## src/rtl/mem_access_unit_if.sv

```systemverilog
// mem_access_unit_if: request/response handshake and data-RAM port of the load/store unit.
// Latency: none, this is wiring only.
// Backpressure: carried by the req_valid/req_ready and resp_valid/resp_ready pairs.
interface mem_access_unit_if #(
    parameter int ADDR_W = 12
);
    logic              req_valid;
    logic              req_ready;
    logic              req_we;
    logic [1:0]        req_size;
    logic              req_unsigned;
    logic [ADDR_W-1:0] req_addr;
    logic [31:0]       req_wdata;
    logic              resp_valid;
    logic              resp_ready;
    logic [31:0]       resp_rdata;
    logic              resp_err;
    logic              mem_we;
    logic [ADDR_W-3:0] mem_addr;
    logic [31:0]       mem_din;
    logic [31:0]       mem_dout;

    // The load/store unit: consumes requests, produces responses, drives the RAM.
    modport slave (
        input  req_valid, req_we, req_size, req_unsigned, req_addr, req_wdata,
        input  resp_ready, mem_dout,
        output req_ready, resp_valid, resp_rdata, resp_err,
        output mem_we, mem_addr, mem_din
    );

    // The pipeline plus RAM side facing the unit.
    modport master (
        output req_valid, req_we, req_size, req_unsigned, req_addr, req_wdata,
        output resp_ready, mem_dout,
        input  req_ready, resp_valid, resp_rdata, resp_err,
        input  mem_we, mem_addr, mem_din
    );
endinterface

```

## src/rtl/mem_access_unit.sv

```systemverilog
// mem_access_unit: load/store initiator for a word-addressed RAM (lane select, load extension, sub-word RMW).
// Latency accept->resp_valid: load 3, word store 2, sub-word store 4, error 1; all outputs registered.
// Backpressure: one request in flight, req_ready only in IDLE; response held until resp_ready.
// MAU_MISALIGN_TRAP_EN: when defined, misaligned half/word accesses error out; otherwise alignment bits are dropped.
module mem_access_unit #(
    parameter int ADDR_W = 12
) (
    input  logic             i_clk,
    input  logic             i_rst_n,
    mem_access_unit_if.slave bus
);
    typedef enum logic [2:0] {IDLE, RD, CAP, WR, RESP} state_t;

    state_t            r_state, w_state_nxt;

    // Request fields latched at accept time.
    logic              r_we, w_we_nxt;
    logic [1:0]        r_size, w_size_nxt;
    logic              r_unsigned, w_unsigned_nxt;
    logic [1:0]        r_off, w_off_nxt;
    logic [15:0]       r_wdata, w_wdata_nxt;

    // Registered outputs.
    logic              r_req_ready, w_req_ready_nxt;
    logic              r_resp_valid, w_resp_valid_nxt;
    logic [31:0]       r_resp_rdata, w_resp_rdata_nxt;
    logic              r_resp_err, w_resp_err_nxt;
    logic              r_mem_we, w_mem_we_nxt;
    logic [ADDR_W-3:0] r_mem_addr, w_mem_addr_nxt;
    logic [31:0]       r_mem_din, w_mem_din_nxt;

    // Request decode.
    logic              w_err;
    logic [1:0]        w_off_in;

`ifdef MAU_MISALIGN_TRAP_EN
    logic              w_misaligned;
    assign w_misaligned = ((bus.req_size == 2'b01) && bus.req_addr[0]) ||
                          ((bus.req_size == 2'b10) && (bus.req_addr[1:0] != 2'b00));
    assign w_err        = (bus.req_size == 2'b11) || w_misaligned;
    assign w_off_in     = bus.req_addr[1:0];
`else
    // Alignment bits below the access size are ignored rather than trapped.
    assign w_err        = (bus.req_size == 2'b11);
    assign w_off_in     = (bus.req_size == 2'b10) ? 2'b00 :
                          (bus.req_size == 2'b01) ? {bus.req_addr[1], 1'b0} :
                                                    bus.req_addr[1:0];
`endif

    // Lane datapath, only meaningful while mem_dout is valid (CAP).
    logic [4:0]        w_shift;
    logic [31:0]       w_lane;
    logic [31:0]       w_load;
    logic [31:0]       w_mask;
    logic [31:0]       w_ins;
    logic [31:0]       w_merge;

    assign w_shift = {r_off, 3'b000};
    assign w_lane  = bus.mem_dout >> w_shift;
    assign w_merge = (bus.mem_dout & ~w_mask) | (w_ins & w_mask);

    // Extend the selected byte/half of the read word into a load result.
    always_comb begin
        w_load = bus.mem_dout;
        case (r_size)
            2'b00:   w_load = r_unsigned ? {24'd0, w_lane[7:0]}
                                         : {{24{w_lane[7]}}, w_lane[7:0]};
            2'b01:   w_load = r_unsigned ? {16'd0, w_lane[15:0]}
                                         : {{16{w_lane[15]}}, w_lane[15:0]};
            default: w_load = bus.mem_dout;
        endcase
    end

    // Lane mask and positioned store data for the read-modify-write merge.
    always_comb begin
        w_mask = 32'h0000_FFFF << w_shift;
        w_ins  = {16'd0, r_wdata} << w_shift;
        if (r_size == 2'b00) begin
            w_mask = 32'h0000_00FF << w_shift;
            w_ins  = {24'd0, r_wdata[7:0]} << w_shift;
        end
    end

    // Next state and next values of every registered output.
    always_comb begin
        w_state_nxt      = r_state;
        w_we_nxt         = r_we;
        w_size_nxt       = r_size;
        w_unsigned_nxt   = r_unsigned;
        w_off_nxt        = r_off;
        w_wdata_nxt      = r_wdata;
        w_resp_rdata_nxt = r_resp_rdata;
        w_resp_err_nxt   = r_resp_err;
        w_mem_addr_nxt   = r_mem_addr;
        w_mem_din_nxt    = r_mem_din;
        case (r_state)
            IDLE: begin
                if (bus.req_valid) begin
                    w_we_nxt         = bus.req_we;
                    w_size_nxt       = bus.req_size;
                    w_unsigned_nxt   = bus.req_unsigned;
                    w_off_nxt        = w_off_in;
                    w_wdata_nxt      = bus.req_wdata[15:0];
                    w_resp_rdata_nxt = 32'd0;
                    w_resp_err_nxt   = w_err;
                    if (w_err) begin
                        w_state_nxt = RESP;
                    end else begin
                        w_mem_addr_nxt = bus.req_addr[ADDR_W-1:2];
                        if (bus.req_we && (bus.req_size == 2'b10)) begin
                            w_mem_din_nxt = bus.req_wdata;
                            w_state_nxt   = WR;
                        end else begin
                            w_state_nxt = RD;
                        end
                    end
                end
            end
            RD:   w_state_nxt = CAP;
            CAP: begin
                if (r_we) begin
                    w_mem_din_nxt = w_merge;
                    w_state_nxt   = WR;
                end else begin
                    w_resp_rdata_nxt = w_load;
                    w_state_nxt      = RESP;
                end
            end
            WR:   w_state_nxt = RESP;
            RESP: begin
                if (bus.resp_ready) begin
                    w_state_nxt = IDLE;
                end
            end
            default: w_state_nxt = IDLE;
        endcase
        // Handshake and write-enable outputs follow the state being entered.
        w_req_ready_nxt  = (w_state_nxt == IDLE);
        w_resp_valid_nxt = (w_state_nxt == RESP);
        w_mem_we_nxt     = (w_state_nxt == WR);
    end

    // State, latched request and output registers; reset aborts any access in flight.
    always_ff @(posedge i_clk or negedge i_rst_n) begin
        if (!i_rst_n) begin
            r_state      <= IDLE;
            r_we         <= 1'b0;
            r_size       <= 2'b00;
            r_unsigned   <= 1'b0;
            r_off        <= 2'b00;
            r_wdata      <= 16'd0;
            r_req_ready  <= 1'b1;
            r_resp_valid <= 1'b0;
            r_resp_rdata <= 32'd0;
            r_resp_err   <= 1'b0;
            r_mem_we     <= 1'b0;
            r_mem_addr   <= '0;
            r_mem_din    <= 32'd0;
        end else begin
            r_state      <= w_state_nxt;
            r_we         <= w_we_nxt;
            r_size       <= w_size_nxt;
            r_unsigned   <= w_unsigned_nxt;
            r_off        <= w_off_nxt;
            r_wdata      <= w_wdata_nxt;
            r_req_ready  <= w_req_ready_nxt;
            r_resp_valid <= w_resp_valid_nxt;
            r_resp_rdata <= w_resp_rdata_nxt;
            r_resp_err   <= w_resp_err_nxt;
            r_mem_we     <= w_mem_we_nxt;
            r_mem_addr   <= w_mem_addr_nxt;
            r_mem_din    <= w_mem_din_nxt;
        end
    end

    assign bus.req_ready  = r_req_ready;
    assign bus.resp_valid = r_resp_valid;
    assign bus.resp_rdata = r_resp_rdata;
    assign bus.resp_err   = r_resp_err;
    assign bus.mem_we     = r_mem_we;
    assign bus.mem_addr   = r_mem_addr;
    assign bus.mem_din    = r_mem_din;
endmodule

```

## src/flat_wrapper.sv

```systemverilog
// flat-port wrapper written by rule: the top's interface ports become plain ports
module mem_access_unit_flat 
#(
    parameter int ADDR_W = 12
)
  (i_clk, i_rst_n, bus_req_valid, bus_req_we, bus_req_size, bus_req_unsigned, bus_req_addr, bus_req_wdata, bus_resp_ready, bus_mem_dout, bus_req_ready, bus_resp_valid, bus_resp_rdata, bus_resp_err, bus_mem_we, bus_mem_addr, bus_mem_din);
  mem_access_unit_if #(.ADDR_W(ADDR_W)) bus_i ();
  input  logic i_clk;
  input  logic i_rst_n;
  input wire logic [$bits(bus_i.req_valid)-1:0] bus_req_valid;
  input wire logic [$bits(bus_i.req_we)-1:0] bus_req_we;
  input wire logic [$bits(bus_i.req_size)-1:0] bus_req_size;
  input wire logic [$bits(bus_i.req_unsigned)-1:0] bus_req_unsigned;
  input wire logic [$bits(bus_i.req_addr)-1:0] bus_req_addr;
  input wire logic [$bits(bus_i.req_wdata)-1:0] bus_req_wdata;
  input wire logic [$bits(bus_i.resp_ready)-1:0] bus_resp_ready;
  input wire logic [$bits(bus_i.mem_dout)-1:0] bus_mem_dout;
  output wire logic [$bits(bus_i.req_ready)-1:0] bus_req_ready;
  output wire logic [$bits(bus_i.resp_valid)-1:0] bus_resp_valid;
  output wire logic [$bits(bus_i.resp_rdata)-1:0] bus_resp_rdata;
  output wire logic [$bits(bus_i.resp_err)-1:0] bus_resp_err;
  output wire logic [$bits(bus_i.mem_we)-1:0] bus_mem_we;
  output wire logic [$bits(bus_i.mem_addr)-1:0] bus_mem_addr;
  output wire logic [$bits(bus_i.mem_din)-1:0] bus_mem_din;
  assign bus_i.req_valid = bus_req_valid;
  assign bus_i.req_we = bus_req_we;
  assign bus_i.req_size = bus_req_size;
  assign bus_i.req_unsigned = bus_req_unsigned;
  assign bus_i.req_addr = bus_req_addr;
  assign bus_i.req_wdata = bus_req_wdata;
  assign bus_i.resp_ready = bus_resp_ready;
  assign bus_i.mem_dout = bus_mem_dout;
  assign bus_req_ready = bus_i.req_ready;
  assign bus_resp_valid = bus_i.resp_valid;
  assign bus_resp_rdata = bus_i.resp_rdata;
  assign bus_resp_err = bus_i.resp_err;
  assign bus_mem_we = bus_i.mem_we;
  assign bus_mem_addr = bus_i.mem_addr;
  assign bus_mem_din = bus_i.mem_din;
  mem_access_unit #(.ADDR_W(ADDR_W)) u_core (.i_clk(i_clk), .i_rst_n(i_rst_n), .bus(bus_i));
endmodule
```

## config.mk

```make
export PLATFORM = sky130hd
export DESIGN_NAME = mem_access_unit_flat
export DESIGN_NICKNAME = d
export VERILOG_FILES = /design/src/rtl/mem_access_unit_if.sv /design/src/rtl/mem_access_unit.sv /design/src/flat_wrapper.sv
export SDC_FILE = /design/constraint.sdc
export NUM_CORES = 1
export LEC_CHECK = 0
export ABC_AREA = 1
export ABC_CLOCK_PERIOD_IN_PS = 1750
export BUFFER_PORTS_ARGS = -buffer_cell sky130_fd_sc_hd__buf_2
export CORE_MARGIN = 2
export CORE_UTILIZATION = 53
export DETAILED_ROUTE_END_ITERATION = 6
export PLACE_DENSITY_LB_ADDON = 0.1
export SYNTH_ARGS = -nofsm -noshare
export SYNTH_HDL_FRONTEND = slang
export SYNTH_SLANG_ARGS = --single-unit
```

## constraint.sdc

```tcl
create_clock -name i_clk -period 1.75 [get_ports i_clk]
set_input_delay 0 -clock i_clk [delete_from_list [all_inputs] [get_ports i_clk]]
set_output_delay 0 -clock i_clk [all_outputs]
set_load 0.05 [all_outputs]
```

# After elaboration in Yosys (flattened, before gate mapping)
# Index checks and enable logic that the tools add are counted.
# W data, S select, Z words.
[word_totals]
in_bits = 84
ff_bits = 103
word_cells = 68
out_inout_bits = 78
[op_classes]
n_reduce_logical = 9
shift = 5
eq_ne = 15
n_mux = 21
bitwise = 5
[ops]
columns = ["cell", "n"]
rows = [
  ["$mux W32", 10],
  ["$pmux W32 S2", 3],
  ["$and A32 B32 Y32", 2],
  ["$not A32 Y32", 1],
  ["$or A32 B32 Y32", 1],
  ["$shl A16 B5 Y32", 1],
  ["$shl A16 B5 Y32 const A", 1],
  ["$shl A8 B5 Y32", 1],
  ["$shl A8 B5 Y32 const A", 1],
  ["$shr A32 B5 Y16", 1],
  ["$pmux W3 S5", 1],
  ["$mux W3", 4],
  ["$eq A3 B2 Y1 const B", 3],
  ["$eq A3 B3 Y1 const B", 2],
  ["$logic_not A3 Y1", 2],
  ["$ne A2 B2 Y1 const B", 3],
  ["$reduce_and A3 Y1", 2],
  ["$reduce_and A5 Y1", 1],
  ["$eq A2 B1 Y1 const B", 2],
  ["$eq A2 B2 Y1 const B", 2],
  ["$mux W2", 2],
  ["$ne A2 B1 Y1 const B", 2],
  ["$eq A3 B1 Y1 const B", 1],
  ["$logic_not A2 Y1", 1],
  ["5 further kinds", 5],
]

# Longest topological paths before layout
[logic_depth]
ltp_word = 7
mapped_depth = 11
depth_no_buf = 9

# Least setup slack after synthesis
# No wires, ideal clock.
[synth_path]
path_kind = "reg2reg"
from = "register u_core.r_state[0]"
to = "register u_core.r_mem_addr[0] (netlist: u_core.bus.mem_addr[0])"
path_stages_with_launch = 8
path_buffers = 1
setup_time_ns = 0.118
required_time_ns = 1.632
slack_ns = 0.384
synth_period_minus_slack_ns = 1.366
arrival_ns = 1.249
path_cell_list = "dfrtp_1 nor2_1 nand2_1 nor2_4 nand2_1 buf_2 nand2_1 nand2_1"
[synth_between]
elab_chain_cells = 2
[synth_lines]
columns = ["item", "line_no", "text"]
rows = [
  ["start: declaration", "mem_access_unit.sv:14", "state_t r_state, w_state_nxt;"],
  ["start signal: assignment", "mem_access_unit.sv:160", "r_state <= w_state_nxt;"],
  ["$logic_not A3 Y1", "mem_access_unit.sv:96", "case (r_state)"],
  ["$reduce_and A3 Y1 (no line)", "--", ""],
  ["end signal: assignment", "mem_access_unit.sv:171", "r_mem_addr <= w_mem_addr_nxt;"],
  ["end: declaration", "mem_access_unit.sv:29", "logic [ADDR_W-3:0] r_mem_addr, w_mem_addr_nxt;"],
]
# No other way between the ends.
# A chain may end at the register's enable or synchronous reset.

# Worst setup path after layout
[layout_path]
from = "register u_core.r_state[2]"
to = "register u_core.r_mem_din[13] (netlist: u_core.bus.mem_din[13])"
[layout_between]
elab_chain_cells = 3
word_cells_on_any_way = 9
cone_classes = "5 x eq/ne; 1 x mux; 3 x reduce/logical"
[layout_lines]
columns = ["item", "line_no", "text"]
rows = [
  ["$eq A3 B2 Y1 or $logic_not A3 Y1 (tied branches)", "mem_access_unit.sv:96", ""],
  ["$ne A2 B1 Y1 (no line) (tied with other cells)", "--", ""],
  ["$reduce_and A5 Y1 (no line)", "--", ""],
  ["end signal: assignment", "mem_access_unit.sv:172", "r_mem_din <= w_mem_din_nxt;"],
  ["end: declaration", "mem_access_unit.sv:30", "logic [31:0] r_mem_din, w_mem_din_nxt;"],
]
# Parallel ways exist; a longest one is shown, timed or not.

==> key figures <==
Placement
  – Hpwl dp: 12800 um
  – RePlAce Congestion: 0.963
  – # port buffers: around 160

Global route
  – GRT Util Overall: between 30% and 40%
  – Antenna violations before repair: 0
  – Pin count of the biggest net entering global routing: 41
  – Gr ovfl total: 0
  – First-pass GRT wire length: 27900 um
  – Vias in the first global route: between 5000 and 6000

Power and ir drop
  – Pint: ~6.6 mW
  – Clock Power Share: a little under a tenth
  – Total power divided by cell area: 2040 nW/um^2
  – P_sw: roughly 8.6 mW
  – LEAKAGE: ~4.2 nW
  – Combinational group share of total power: a little over three fifths
  – Peak VDD IR: 0.00131 V
  – Reg power frac: between 20 and 30%
  – Total power: approximately 15 mW
  – Sw frac: 56.5%

Clock tree
  – Clk sinks: 103
  – CTS buffer count: 9
  – Clock tree buffer depth: 2
  – Htree depth: 3
  – TritonCTS clock tree: yes
  – Post-CTS setup buffers: 0
  – Clk slew on worst S/H paths: 0.11 ns
  – Root Buffer: clkbuf_8
  – Worst-Skew Late Latency: approximately 0.37 ns

Drt
  – Final WL: approximately 17000 um
  – Wire length per cell: between 10 and 15 um
  – TritonRoute pass-1 iters: 6
  – # DRC: 0
  – Via count: just over 6000
  – Initial drt markers: approximately 600
  – Detail Route Antenna Nets: 0
  – Via density per instance: around 5.1

Timing
  – Final Cycle Share: 89.6%
  – Setup-failing EPs final: 0
  – Clock skew: approximately 0.015 ns
  – Max-Slew Margin vs Limit: about 59%
  – Period minus WS final: 1.57 ns
  – Final TNS setup: 0 ns
  – Final Max Slew Viols: 0
  – RSZ-0062 raised after global routing: false
  – FMAX: 637 MHz
  – Worst-Margin Slew: 0.615 ns
  – Fin. Hold Viols: 0

Floorplan
  – Full die area: 11800 um^2
  – I/O pin cnt: between 150 and 200
  – Horiz. Die Dim: around 110 um
  – Die span in y: approximately 110 um
  – Core area: ~11000 um^2
  – Initial core utilization: 53.9%
  – Site Rows: 38

Outcome
  – Status: completed

Finish
  – Share of layout cells above drive strength 1: between 20 and 25%
  – Layout net count: 1145
  – Area growth, synth to finish: 28.7%
  – N_diodes: 0
  – Most common cell after layout, fill and taps aside: nand2_1
  – Leading cell types in the layout, fill and taps excluded: nand2_1 (372), buf_2 (160), nor2_1 (103)

Worst setup path
  – Max stage delay on crit path: 0.40 ns
  – Slowest-stage cell, CP: dfrtp_1
  – CP Class: flop to flop
  – Most common cell on crit path: nor2_1
  – Setup crit start kind: flop
  – Worst Path Arrival: approximately 1.9 ns
  – Required time worst endpoint: just over 2 ns
  – Crit end category: flop
  – Crit path cell chain: inv_2 -> nand2_2 -> nor2_2 -> buf_4 -> nand2_1 -> nor2_1 -> nor2_1 -> nor2_1
  – Worst Path Max Fanout: 28

Synth
  – Synth Area in XOR/XNOR: 0%
  – Synth Instances: around 850
  – Simple-gate share of the synthesized area: 39.3%
  – Seq cells post-synth: between 100 and 150
  – Mux share of post-synthesis cell area: 0%
  – Syn_area_per_cell: between 6 and 7 um^2
  – Syn Std Cell Area: ~5800 um^2
  – Yosys warns: 0
  – Synth Area in Adders: 0%
  – Main combinational cell family by area after synthesis: simple AND/OR/NAND/NOR gates
  – Synth Area in Compound Gates: about 7.7%
  – Seq/Total Area, Yosys: approximately 45%
  – Cell variety after synth: 25
  – Syn Nets: approximately 940

Job
  – Max-cap violations: 0

Worst hold path
  – HP Class: input pin to flop
==> critical path, delay by kind of cell, from the launching register on <==
kind | cells | cell delay (ns)
buffers and inverters | 2 | 0.44
flip-flops | 1 | 0.40
AND/OR/NAND/NOR | 6 | 0.64
==> cell usage after synthesis <==
cell      count  area [um^2]
o21ai_0      37          185
nor2_1      103          387
inv_1        56          210
buf_6         5         56.3
nand2_1     372         1400
or2_2         1         6.26
nor2_4        6         67.6
inv_2         6         22.5
buf_1         1         3.75
nand3_4       1         17.5
clkinv_1      2         7.51
o22ai_1       1         6.26
clkbuf_1      6         22.5
buf_2        19         95.1
nand4_1       4         25.0
nand2_2       6         37.5
buf_4         9         67.6
dfrtp_1     102         2550
o21ai_1       3         15.0
clkbuf_2      1         5.00
nand3_1      66          330
o211ai_1      6         45.0
a21oi_1      39          195
nor2_2        1         6.26
dfstp_2       1         26.3
==> registers in the layout, indices dropped and copies added, names as in the netlist, 2 cells and up <==
register,cells
u_core.bus.mem_din,32
u_core.bus.resp_rdata,32
u_core.r_wdata,16
u_core.bus.mem_addr,10
u_core.r_state,3
u_core.r_off,2
u_core.r_size,2
==> logic make-up after synthesis <==
| family | count (synthesis) |
|---|---|
| flops | 103 |
| compound gates | 86 |
| simple gates | 560 |
| buf+inv | 105 |
==> layout make-up <==
type                            count  area (um^2)
Clock buffer                        9          124
Clock inverter                      7         53.8
Fill cell                         955         3290
Inverter                           64          240
Multi-Input combinational cell    646         2720
Sequential cell                   103         2580
Tap cell                          140          175
Timing Repair Buffer              237         1560
==> power by group through the flow <==
| stage | Clock, mW | Combinational (mW) | Sequential (mW) |
|---|---|---|---|
| floorplan | 0 | 4.23 | 7.04 |
| global placement | 0 | 9.32 | 4.21 |
| detailed placement | 0 | 9.38 | 4.21 |
| CTS | 1.46 | 9.48 | 4.18 |
| global route | 1.56 | 10.4 | 4.32 |
| finish | 1.43 | 9.53 | 4.21 |
==> metrics by stage <==
step	cell area, um^2	hold slack (ns)	worst slack [ns]	instances	utilization (%)
5_1_grt	7450	0.0286	0.00191	1206	69.3
4_1_cts	7450	0.00645	0.124	1206	69.3
3_3_place_gp	6800	0.00114	0.229	1143	63.3
2_1_floorplan	5790	-0.296	0.384	854	-
6_report	7450	0.00481	0.181	1206	69.3
3_5_place_dp	6800	-0.00180	0.144	1143	63.3
==> what timing repair did <==
action / 4_1_cts / 5_1_grt
hold buffers: 47 / 0
gates resized for setup: 0 / 1
endpoints found under the setup margin: 0 / 14
endpoints found under the hold margin: 127 / 0
==> per-layer routing <==
layer	wire length, um	vias up	part of all wire [%]	global-route usage [%]
li1	-	3067	-	-
met1	7420	2796	43	42.5
met2	8070	292	46	48.8
met3	1480	38	8.5	4.76
met4	478	0	2.7	9.80
met5	0	-	0	0
==> final timing paths <==
path,startpoint,end,slack [ns],depth (start not counted)
min,bus_req_wdata[22],u_core.bus.mem_din[22],0.005,5
min in group asynchronous,i_rst_n,u_core.bus.resp_rdata[25],0.13,2
min reg2reg,u_core.bus.resp_rdata[16],u_core.bus.resp_rdata[16],0.48,2
max in group asynchronous,i_rst_n,u_core.r_wdata[3],1.03,3
max,u_core.r_state[2],u_core.bus.mem_din[13],0.18,8
max reg2reg,u_core.r_state[2],u_core.bus.mem_din[13],0.18,8
Power figures use the tool's default switching activity.
